===== src/rtl/spi_fpu_pkg.sv =====
// Shared definitions for the SPI command sequencer: command opcodes, arithmetic
// op encodings, sequencer states and status-byte bit positions.
package spi_fpu_pkg;

  localparam logic [3:0] OP_WRITE  = 4'd0;
  localparam logic [3:0] OP_READ   = 4'd1;
  localparam logic [3:0] OP_ADD    = 4'd2;
  localparam logic [3:0] OP_SUB    = 4'd3;
  localparam logic [3:0] OP_MUL    = 4'd4;
  localparam logic [3:0] OP_STATUS = 4'd5;

  typedef enum logic [1:0] {
    CODE_ADD = 2'd0,
    CODE_SUB = 2'd1,
    CODE_MUL = 2'd2
  } op_code_e;

  typedef enum logic [2:0] {
    S_IDLE,
    S_WRITE,
    S_READ,
    S_OPERANDS,
    S_COMPUTE,
    S_STATUS,
    S_DRAIN
  } state_e;

  localparam int unsigned ST_BUSY_SEEN = 7;
  localparam int unsigned ST_ILLEGAL   = 6;
  localparam int unsigned ST_SHORT     = 5;
  localparam int unsigned ST_TIMEOUT   = 4;

  function automatic op_code_e op_code_of(input logic [3:0] opc);
    case (opc)
      OP_SUB:  return CODE_SUB;
      OP_MUL:  return CODE_MUL;
      default: return CODE_ADD;
    endcase
  endfunction

endpackage


===== src/rtl/spi_fpu_regfile.sv =====
// NUM_REGS x WORD_BYTES register file: one full-word write port, two operand
// read ports and one snapshot read port, all reads combinational.
module spi_fpu_regfile #(
  parameter int unsigned NUM_REGS   = 4,
  parameter int unsigned WORD_BYTES = 4,
  parameter int unsigned RIDX       = $clog2(NUM_REGS)
) (
  input  logic                    clock,
  input  logic                    reset,
  input  logic                    we,
  input  logic [RIDX-1:0]         waddr,
  input  logic [8*WORD_BYTES-1:0] wdata,
  input  logic [RIDX-1:0]         raddr_a,
  input  logic [RIDX-1:0]         raddr_b,
  input  logic [RIDX-1:0]         raddr_s,
  output logic [8*WORD_BYTES-1:0] rdata_a,
  output logic [8*WORD_BYTES-1:0] rdata_b,
  output logic [8*WORD_BYTES-1:0] rdata_s
);

  logic [8*WORD_BYTES-1:0] regs_q [NUM_REGS];

  always_ff @(posedge clock) begin
    if (reset) begin
      for (int unsigned i = 0; i < NUM_REGS; i++) regs_q[i] <= '0;
    end else if (we) begin
      regs_q[waddr] <= wdata;
    end
  end

  always_comb begin
    rdata_a = regs_q[raddr_a];
    rdata_b = regs_q[raddr_b];
    rdata_s = regs_q[raddr_s];
  end

endmodule


===== src/rtl/spi_fpu_sequencer.sv =====
// Byte-command sequencer between the SPI byte link and an external FP unit.
// Optional build macro SPI_FPU_SEQ_FLAGS_EN accumulates op_flags into status.
module spi_fpu_sequencer
  import spi_fpu_pkg::*;
#(
  parameter int unsigned WORD_BYTES = 4,
  parameter int unsigned NUM_REGS   = 4,
  parameter int unsigned OP_TIMEOUT = 255
) (
  input  logic                    clock,
  input  logic                    reset,
  input  logic                    in_valid,
  input  logic [7:0]              in_data,
  input  logic                    frame_end,
  output logic                    out_valid,
  input  logic                    out_ready,
  output logic [7:0]              out_data,
  output logic                    op_start,
  output logic [1:0]              op_code,
  output logic [8*WORD_BYTES-1:0] op_a,
  output logic [8*WORD_BYTES-1:0] op_b,
  input  logic                    op_done,
  input  logic [8*WORD_BYTES-1:0] op_result,
  input  logic [3:0]              op_flags,
  output logic                    busy
);

  localparam int unsigned RIDX = $clog2(NUM_REGS);
  localparam int unsigned KW   = $clog2(WORD_BYTES);
  localparam int unsigned W    = 8 * WORD_BYTES;

  state_e          state_q, state_d;
  logic [RIDX-1:0] rd_q, rd_d;
  logic [KW-1:0]   k_q, k_d;
  logic [W-1:0]    shadow_q, shadow_d;
  logic [W-1:0]    snap_q, snap_d;
  logic [W-1:0]    op_a_q, op_a_d;
  logic [W-1:0]    op_b_q, op_b_d;
  op_code_e        op_code_q, op_code_d;
  logic [15:0]     cnt_q, cnt_d;
  logic            fe_seen_q, fe_seen_d;
  logic            ill_q, ill_d, short_q, short_d, tmo_q, tmo_d, ovr_q, ovr_d;
  logic [3:0]      flags_q, flags_d;

  logic            set_ill, set_short, set_tmo, set_ovr, sticky_clr;
  logic [3:0]      set_flags;
  logic            rf_we;
  logic [W-1:0]    rf_wdata, rdata_a, rdata_b, rdata_s, wmerge;
  logic            last_byte;
  logic [7:0]      status_byte;

  function automatic logic idx_ok(input logic [3:0] idx);
    return 32'(idx) < NUM_REGS;
  endfunction

  spi_fpu_regfile #(
    .NUM_REGS   (NUM_REGS),
    .WORD_BYTES (WORD_BYTES),
    .RIDX       (RIDX)
  ) u_regfile (
    .clock   (clock),
    .reset   (reset),
    .we      (rf_we),
    .waddr   (rd_q),
    .wdata   (rf_wdata),
    .raddr_a (in_data[4 +: RIDX]),
    .raddr_b (in_data[0 +: RIDX]),
    .raddr_s (in_data[0 +: RIDX]),
    .rdata_a (rdata_a),
    .rdata_b (rdata_b),
    .rdata_s (rdata_s)
  );

  always_comb begin
    wmerge = shadow_q;
    wmerge[8*k_q +: 8] = in_data;
    last_byte = (k_q == KW'(WORD_BYTES - 1));
  end

  always_ff @(posedge clock) begin
    if (reset) state_q <= S_IDLE;
    else       state_q <= state_d;
  end

  always_comb begin
    state_d    = state_q;
    rd_d       = rd_q;
    k_d        = k_q;
    shadow_d   = shadow_q;
    snap_d     = snap_q;
    op_a_d     = op_a_q;
    op_b_d     = op_b_q;
    op_code_d  = op_code_q;
    cnt_d      = cnt_q;
    fe_seen_d  = fe_seen_q;
    set_ill    = 1'b0;
    set_short  = 1'b0;
    set_tmo    = 1'b0;
    set_ovr    = 1'b0;
    set_flags  = '0;
    sticky_clr = 1'b0;
    rf_we      = 1'b0;
    rf_wdata   = '0;

    case (state_q)
      S_IDLE: begin
        if (!frame_end && in_valid) begin
          rd_d     = in_data[0 +: RIDX];
          k_d      = '0;
          shadow_d = '0;
          if (!idx_ok(in_data[3:0])) begin
            set_ill = 1'b1;
            state_d = S_DRAIN;
          end else begin
            case (in_data[7:4])
              OP_WRITE: state_d = S_WRITE;
              OP_READ: begin
                snap_d  = rdata_s;
                state_d = S_READ;
              end
              OP_ADD, OP_SUB, OP_MUL: begin
                op_code_d = op_code_of(in_data[7:4]);
                state_d   = S_OPERANDS;
              end
              OP_STATUS: state_d = S_STATUS;
              default: begin
                set_ill = 1'b1;
                state_d = S_DRAIN;
              end
            endcase
          end
        end
      end

      S_WRITE: begin
        if (in_valid && last_byte) begin
          rf_we    = 1'b1;
          rf_wdata = wmerge;
          state_d  = frame_end ? S_IDLE : S_DRAIN;
        end else if (frame_end) begin
          set_short = 1'b1;
          shadow_d  = '0;
          state_d   = S_IDLE;
        end else if (in_valid) begin
          shadow_d = wmerge;
          k_d      = k_q + 1'b1;
        end
      end

      S_READ: begin
        if (frame_end) begin
          state_d = S_IDLE;
        end else if (out_ready) begin
          if (last_byte) state_d = S_DRAIN;
          else           k_d     = k_q + 1'b1;
        end
      end

      S_OPERANDS: begin
        if (frame_end) begin
          state_d = S_IDLE;
        end else if (in_valid) begin
          if (!(idx_ok(in_data[7:4]) && idx_ok(in_data[3:0]))) begin
            set_ill = 1'b1;
            state_d = S_DRAIN;
          end else begin
            op_a_d    = rdata_a;
            op_b_d    = rdata_b;
            cnt_d     = '0;
            fe_seen_d = 1'b0;
            state_d   = S_COMPUTE;
          end
        end
      end

      // cnt_q == 0 marks the issue cycle; done is accepted up to OP_TIMEOUT cycles later
      S_COMPUTE: begin
        if (in_valid) set_ovr = 1'b1;
        if (op_done) begin
          rf_we    = 1'b1;
          rf_wdata = op_result;
`ifdef SPI_FPU_SEQ_FLAGS_EN
          set_flags = op_flags;
`endif
          state_d  = (fe_seen_q || frame_end) ? S_IDLE : S_DRAIN;
        end else if (cnt_q == 16'(OP_TIMEOUT)) begin
          set_tmo = 1'b1;
          state_d = (fe_seen_q || frame_end) ? S_IDLE : S_DRAIN;
        end else begin
          cnt_d = cnt_q + 16'd1;
          if (frame_end) fe_seen_d = 1'b1;
        end
      end

      S_STATUS: begin
        if (out_ready) begin
          sticky_clr = 1'b1;
          state_d    = frame_end ? S_IDLE : S_DRAIN;
        end else if (frame_end) begin
          state_d = S_IDLE;
        end
      end

      S_DRAIN: begin
        if (frame_end) state_d = S_IDLE;
      end

      default: state_d = S_IDLE;
    endcase

    ill_d   = (sticky_clr ? 1'b0 : ill_q)   | set_ill;
    short_d = (sticky_clr ? 1'b0 : short_q) | set_short;
    tmo_d   = (sticky_clr ? 1'b0 : tmo_q)   | set_tmo;
    ovr_d   = (sticky_clr ? 1'b0 : ovr_q)   | set_ovr;
    flags_d = (sticky_clr ? 4'd0 : flags_q) | set_flags;
  end

`ifndef SPI_FPU_SEQ_FLAGS_EN
  logic unused_op_flags;
  always_comb unused_op_flags = ^op_flags;
`endif

  always_ff @(posedge clock) begin
    if (reset) begin
      rd_q      <= '0;
      k_q       <= '0;
      shadow_q  <= '0;
      snap_q    <= '0;
      op_a_q    <= '0;
      op_b_q    <= '0;
      op_code_q <= CODE_ADD;
      cnt_q     <= '0;
      fe_seen_q <= 1'b0;
      ill_q     <= 1'b0;
      short_q   <= 1'b0;
      tmo_q     <= 1'b0;
      ovr_q     <= 1'b0;
      flags_q   <= '0;
    end else begin
      rd_q      <= rd_d;
      k_q       <= k_d;
      shadow_q  <= shadow_d;
      snap_q    <= snap_d;
      op_a_q    <= op_a_d;
      op_b_q    <= op_b_d;
      op_code_q <= op_code_d;
      cnt_q     <= cnt_d;
      fe_seen_q <= fe_seen_d;
      ill_q     <= ill_d;
      short_q   <= short_d;
      tmo_q     <= tmo_d;
      ovr_q     <= ovr_d;
      flags_q   <= flags_d;
    end
  end

  always_comb begin
    status_byte               = '0;
    status_byte[ST_BUSY_SEEN] = 1'b0;
    status_byte[ST_ILLEGAL]   = ill_q;
    status_byte[ST_SHORT]     = short_q;
    status_byte[ST_TIMEOUT]   = tmo_q;
    status_byte[3:0]          = flags_q;

    busy      = (state_q != S_IDLE);
    out_valid = (state_q == S_READ) || (state_q == S_STATUS);
    out_data  = '0;
    if (state_q == S_READ)   out_data = snap_q[8*k_q +: 8];
    if (state_q == S_STATUS) out_data = status_byte;
    op_start  = (state_q == S_COMPUTE) && (cnt_q == 16'd0);
    op_a      = op_a_q;
    op_b      = op_b_q;
    op_code   = op_code_q;
  end

endmodule


===== config.mk =====
export PLATFORM = sky130hd
export DESIGN_NAME = spi_fpu_sequencer
export DESIGN_NICKNAME = d
export VERILOG_FILES = /design/src/rtl/spi_fpu_pkg.sv /design/src/rtl/spi_fpu_regfile.sv /design/src/rtl/spi_fpu_sequencer.sv
export SDC_FILE = /design/constraint.sdc
export NUM_CORES = 1
export LEC_CHECK = 0
export BUFFER_PORTS_ARGS = -buffer_cell sky130_fd_sc_hd__buf_2
export CORE_MARGIN = 2
export CORE_UTILIZATION = 55
export CTS_CLUSTER_SIZE = 30
export DETAILED_ROUTE_END_ITERATION = 16
export PLACE_DENSITY = 0.87
export SYNTH_ARGS = -nofsm -noshare
export SYNTH_HDL_FRONTEND = slang
export SYNTH_SLANG_ARGS = --single-unit

===== constraint.sdc =====
create_clock -name clock -period 5.12 [get_ports clock]
set_input_delay 1.536 -clock clock [delete_from_list [all_inputs] [get_ports clock]]
set_output_delay 1.536 -clock clock [all_outputs]
set_load 0.02 [all_outputs]

## Word-level counts from Yosys, hierarchy flattened

Memories as Yosys holds them, arrays and structs flattened. A register that Yosys moved wholly into a read port is not among the register bits.
Cells that the tools add are included.

- Register bits after elaboration: 125
- Bits in writable memories: 128
- Input bits: 50
- Output and inout port bits: 77
- Memories kept: 1

Memories:

| name | words | width | rd ports | clocked after memory_dff | write ports | line | text |
|---|---|---|---|---|---|---|---|
| u_regfile.regs_q | 4 | 32 | 2 | 1 | 4 | spi_fpu_regfile.sv:21 | `logic [8*WORD_BYTES-1:0] regs_q [NUM_REGS];` |

- Add/subtract/negate cells: 3
- $lt $le $gt $ge: 2
- Equality and inequality tests: 31
- Shift operators: 3
- Multiplexer cells: 79
- Bitwise logic cells: 4
- Reduce and logical (&&, ||, !) cells: 26

Operator list:

| operator | count |
|---|---|
| two-way mux 32 bit | 7 |
| one-hot mux 32 bit (2 select lines) | 2 |
| two-way mux 16 bit | 5 |
| two-way mux 3 bit | 14 |
| negator 5 -> 34 bit | 1 |
| variable shift 8 x 34 -> 32 bit, first input constant | 1 |
| variable part select 8 x 34 -> 32 bit | 1 |
| bitwise mux 32 bit | 1 |
| one-hot mux 16 bit (2 select lines) | 1 |
| OR reduction 32 bit | 1 |
| variable part select 32 x 6 -> 8 bit | 1 |
| two-way mux 1 bit | 31 |
| inequality test 2 bit, second input constant | 13 |
| one-hot mux 3 bit (7 select lines) | 1 |
| two-way mux 2 bit | 9 |
| adder 16 x 1 -> 16 bit, second input constant | 1 |
| equality test 16 x 8 -> 1 bit, second input constant | 1 |
| zero test 16 bit | 1 |
| two-way mux 8 bit | 2 |
| AND reduction 4 bit | 4 |
| inequality test 3 bit, second input constant | 5 |
| one-hot mux 3 bit (4 select lines) | 1 |
| equality test 3 bit, second input constant | 3 |
| equality test 4 x 2 -> 1 bit, second input constant | 2 |
| other kinds (26) | 39 |

## Logic depth before layout (Yosys ltp)

- Depth after elaboration: 9
- Depth in mapped cells: 10
- Mapped depth without buffers: 7

## Hierarchy

From an unflattened synthesis, not the netlist that was laid out.

- Cells, all modules: 1,257
- Area total of the unflattened synthesis: 14,049.7 um^2

Modules (own cells, without submodules):

| module | times used | cells each | area an instance (um^2) |
|---|---|---|---|
| spi_fpu_regfile | 1 | 395 | 7,183.1 |
| spi_fpu_sequencer | 1 | 862 | 6,866.6 |

## Worst setup path before layout

Ideal clock, no wire load.

- Path type: input -> register
- Start point: in in_valid
- End point: mem u_regfile.regs_q[0][0] (netlist bit), enable pin
- Data arrival time: 3,788 ps
- Data required time: 4,726 ps
- Setup slack: 938 ps
- Stages on the path: 8
- Path buffers: 3
- Cell sequence: clkbuf_1 nand2_1 or3_1 buf_6 a21oi_2 or3b_1 buf_2 nand2b_1

RTL lines:

| element | line | text |
|---|---|---|
| start, declared | spi_fpu_sequencer.sv:12 | `input logic in_valid,` |
| end, declared | spi_fpu_regfile.sv:21 |  |

## Worst setup path in the final report

- Start point: reg k_q[0]
- End point: out out_data[5]

- Cells in the longest elaborated chain, start to end: 3

Ends and longest elaborated chain:

| element | line | text |
|---|---|---|
| start, declared | spi_fpu_sequencer.sv:34 | `logic [KW-1:0] k_q, k_d;` |
| start signal, assigned | spi_fpu_sequencer.sv:241 | `k_q <= k_d;` |
| variable part select 32 x 6 -> 8 bit | spi_fpu_sequencer.sv:268 | `if (state_q == S_READ) out_data = snap_q[8*k_q +: 8];` |
| two-way mux 8 bit | spi_fpu_sequencer.sv:268 |  |
| two-way mux 8 bit | spi_fpu_sequencer.sv:269 | `if (state_q == S_STATUS) out_data = status_byte;` |
| end, declared | spi_fpu_sequencer.sv:17 | `output logic [7:0] out_data,` |

No other way between the ends.

==> metrics <==
max cap viols 0; antenna violations before repair 0; clk_lat worst skew 580 ps; hold path startpoint op_a[2]; Root Buffer clkbuf_16; share of post-route cells with drive strength above 1 22.13%; Fmax 0.2479 GHz; launch point of the worst reg-to-reg path k_q[0]; final setup vio count 0; routed via count 10233; largest net degree at the start of global routing 77; Synth Area per Inst 10.32 µm²; CTS tree yes; GRT overflow 0; Top-Level Pins between 100 and 150; CP arrival between 2000 and 3000 ps; Setup crit end kind output pin; aggregate global-route resource usage 27.58%; crit path from k_q[0]; VDD IR-drop max ~210 µV; DR vias/cell 6.095; Row Count 56; critical path peak fanout 16; Hold-fix buffers, CTS 0; htree depth 1; Synth async-reset ratio 0%; Worst-Margin Slew 1168 ps; Startpoint Class register; Post-synth EDFFs 128; mean routed wirelength per cell between 20 and 25 µm; register clock-pin slew on the reported worst setup and hold paths 60 ps; most common cell after layout, fill and taps aside nand2_1; Post-Syn Nets 1317; Pwr per Cell Area 356.6 nW/µm²; drt initial violations 1122; total iterations of the first detailed-routing run 5; Seq cells post-synth 277; CTS Buffer Depth 3; Setup Buffers After CTS 0; RSZ-0062 raised after global routing false; Final Hold Viols 0; Synth Flop Type dfxtp_1; final instance area 14730 µm²; IO buf count about 120; fin crit share 78.78%; gpl congestion 0.8438; Die Y 157.8 µm; die area 24890 µm²; status finished, final reports clean; final setup TNS 0 ps; post-synthesis sequential area ratio 52.50%; post-synthesis cell area 13000 µm²; CTS Buf Count 29; ant diodes 0; Routed WL 34180 µm; P_leak around 5.3 nW; Starting Density 55.73%; Worst slew margin 22.02%; clk_skew 31.19 ps; Min Hold Slack ~450 ps; Area growth, synth to finish 13.26%; Routed Antenna Nets 0; number of global-route vias before repair 10013; most frequent cells in the layout nand2_1, dfxtp_1, nor2_1; Tot Pwr 5.252 mW; Post-Syn Instances 1260; distinct cell type count after synthesis 53; Final Max Tran Viols 0; clock sinks 277; Hold/Removal Path Class register to register; placed cell areas 13820 µm²; Req. time, crit path 3580 ps; drc violations 0; Core Box Area 23330 µm²; Yosys warnings 0; cts repair resizes 0; min Tclk post-route 4033 ps; first-pass GRT wire length 52830 µm; Layout Nets 1395; DP Wirelength between 20000 and 25000 µm; Setup Crit Path Kind register to output pin; Die X 157.8 µm
-- worst paths after layout --
check             slack, ps                      to  cells past startpoint
hold reg to reg         450                 op_a[2]                      2
setup reg to reg       1450  u_regfile.regs_q[2][3]                      7
hold / removal          450                 op_a[2]                      2
setup / recovery       1090             out_data[5]                      3
-- sequential cells by signal, summed over array words and instances, names as in the netlist, 2 cells and up --
register	cells
u_regfile.regs_q	128
state_q	3
rd_q	2
op_b	32
op_code	2
snap_q	32
cnt_q	16
k_q	2
shadow_q	24
op_a	32
-- worst max-delay path, stage by stage (launching register included) --
cell	delay, ps
dfxtp_1	870
mux4_2	610
a32o_1	290
buf_2	160
-- area by class of cell --
cell class | count | area, µm²
Multi-Input combinational cell | 852 | 5665
Inverter | 31 | 116.4
Fill cell | 1740 | 8605
Clock buffer | 45 | 827.0
Clock inverter | 8 | 80.08
Sequential cell | 277 | 6827
Tap cell | 319 | 399.1
Timing Repair Buffer | 147 | 813.3
-- logic make-up after synthesis --
kind of cell             share of synthesized area [%]
AO/OA/AOI/OAI                                    10.02
XOR/XNOR                                         1.078
adder cells (fa/ha/maj)                         0.6735
buffers and inverters                            4.185
flip-flops                                       52.50
multiplexers                                     12.93
AND/OR/NAND/NOR                                  18.62
-- power by group --
group          leakage (nW)  internal (mW)  switching (mW)
Clock                 0.451           1.16           0.867
Combinational          2.37          0.263           0.439
Sequential             2.53           2.42           0.105
-- routing by layer --
| layer | vias up | part of all wire, % | GRT usage [%] |
|---|---|---|---|
| met4 | 0 | 6.2 | 16.41 |
| met3 | 138 | 9.7 | 3.997 |
| li1 | 4586 | - | - |
| met1 | 4863 | 36 | 34.65 |
| met2 | 646 | 48 | 45.53 |
| met5 | - | 0 | 0 |
-- per-stage QoR --
stage,utilization [%],std cells,worst slack (ps)
final,63.12,1679,1087
after detailed placement,59.23,1626,1074
after CTS,63.12,1679,1062
after global routing,63.12,1679,977.1
after global placement,59.23,1626,1195
after floorplan,-,1260,938.0
-- Yosys cell counts (30+ instances only) --
library cell | count | area, µm²
nand2b_1 | 34 | 212.7
a21oi_1 | 134 | 670.6
o21ai_0 | 30 | 150.1
inv_1 | 31 | 116.4
dfxtp_1 | 149 | 2983
mux4_2 | 72 | 1622
nor2_1 | 136 | 510.5
nor2_2 | 30 | 187.7
clkbuf_1 | 81 | 304.0
edfxtp_1 | 128 | 3844
nand2_1 | 240 | 900.9
Power figures use the tool's default switching activity.
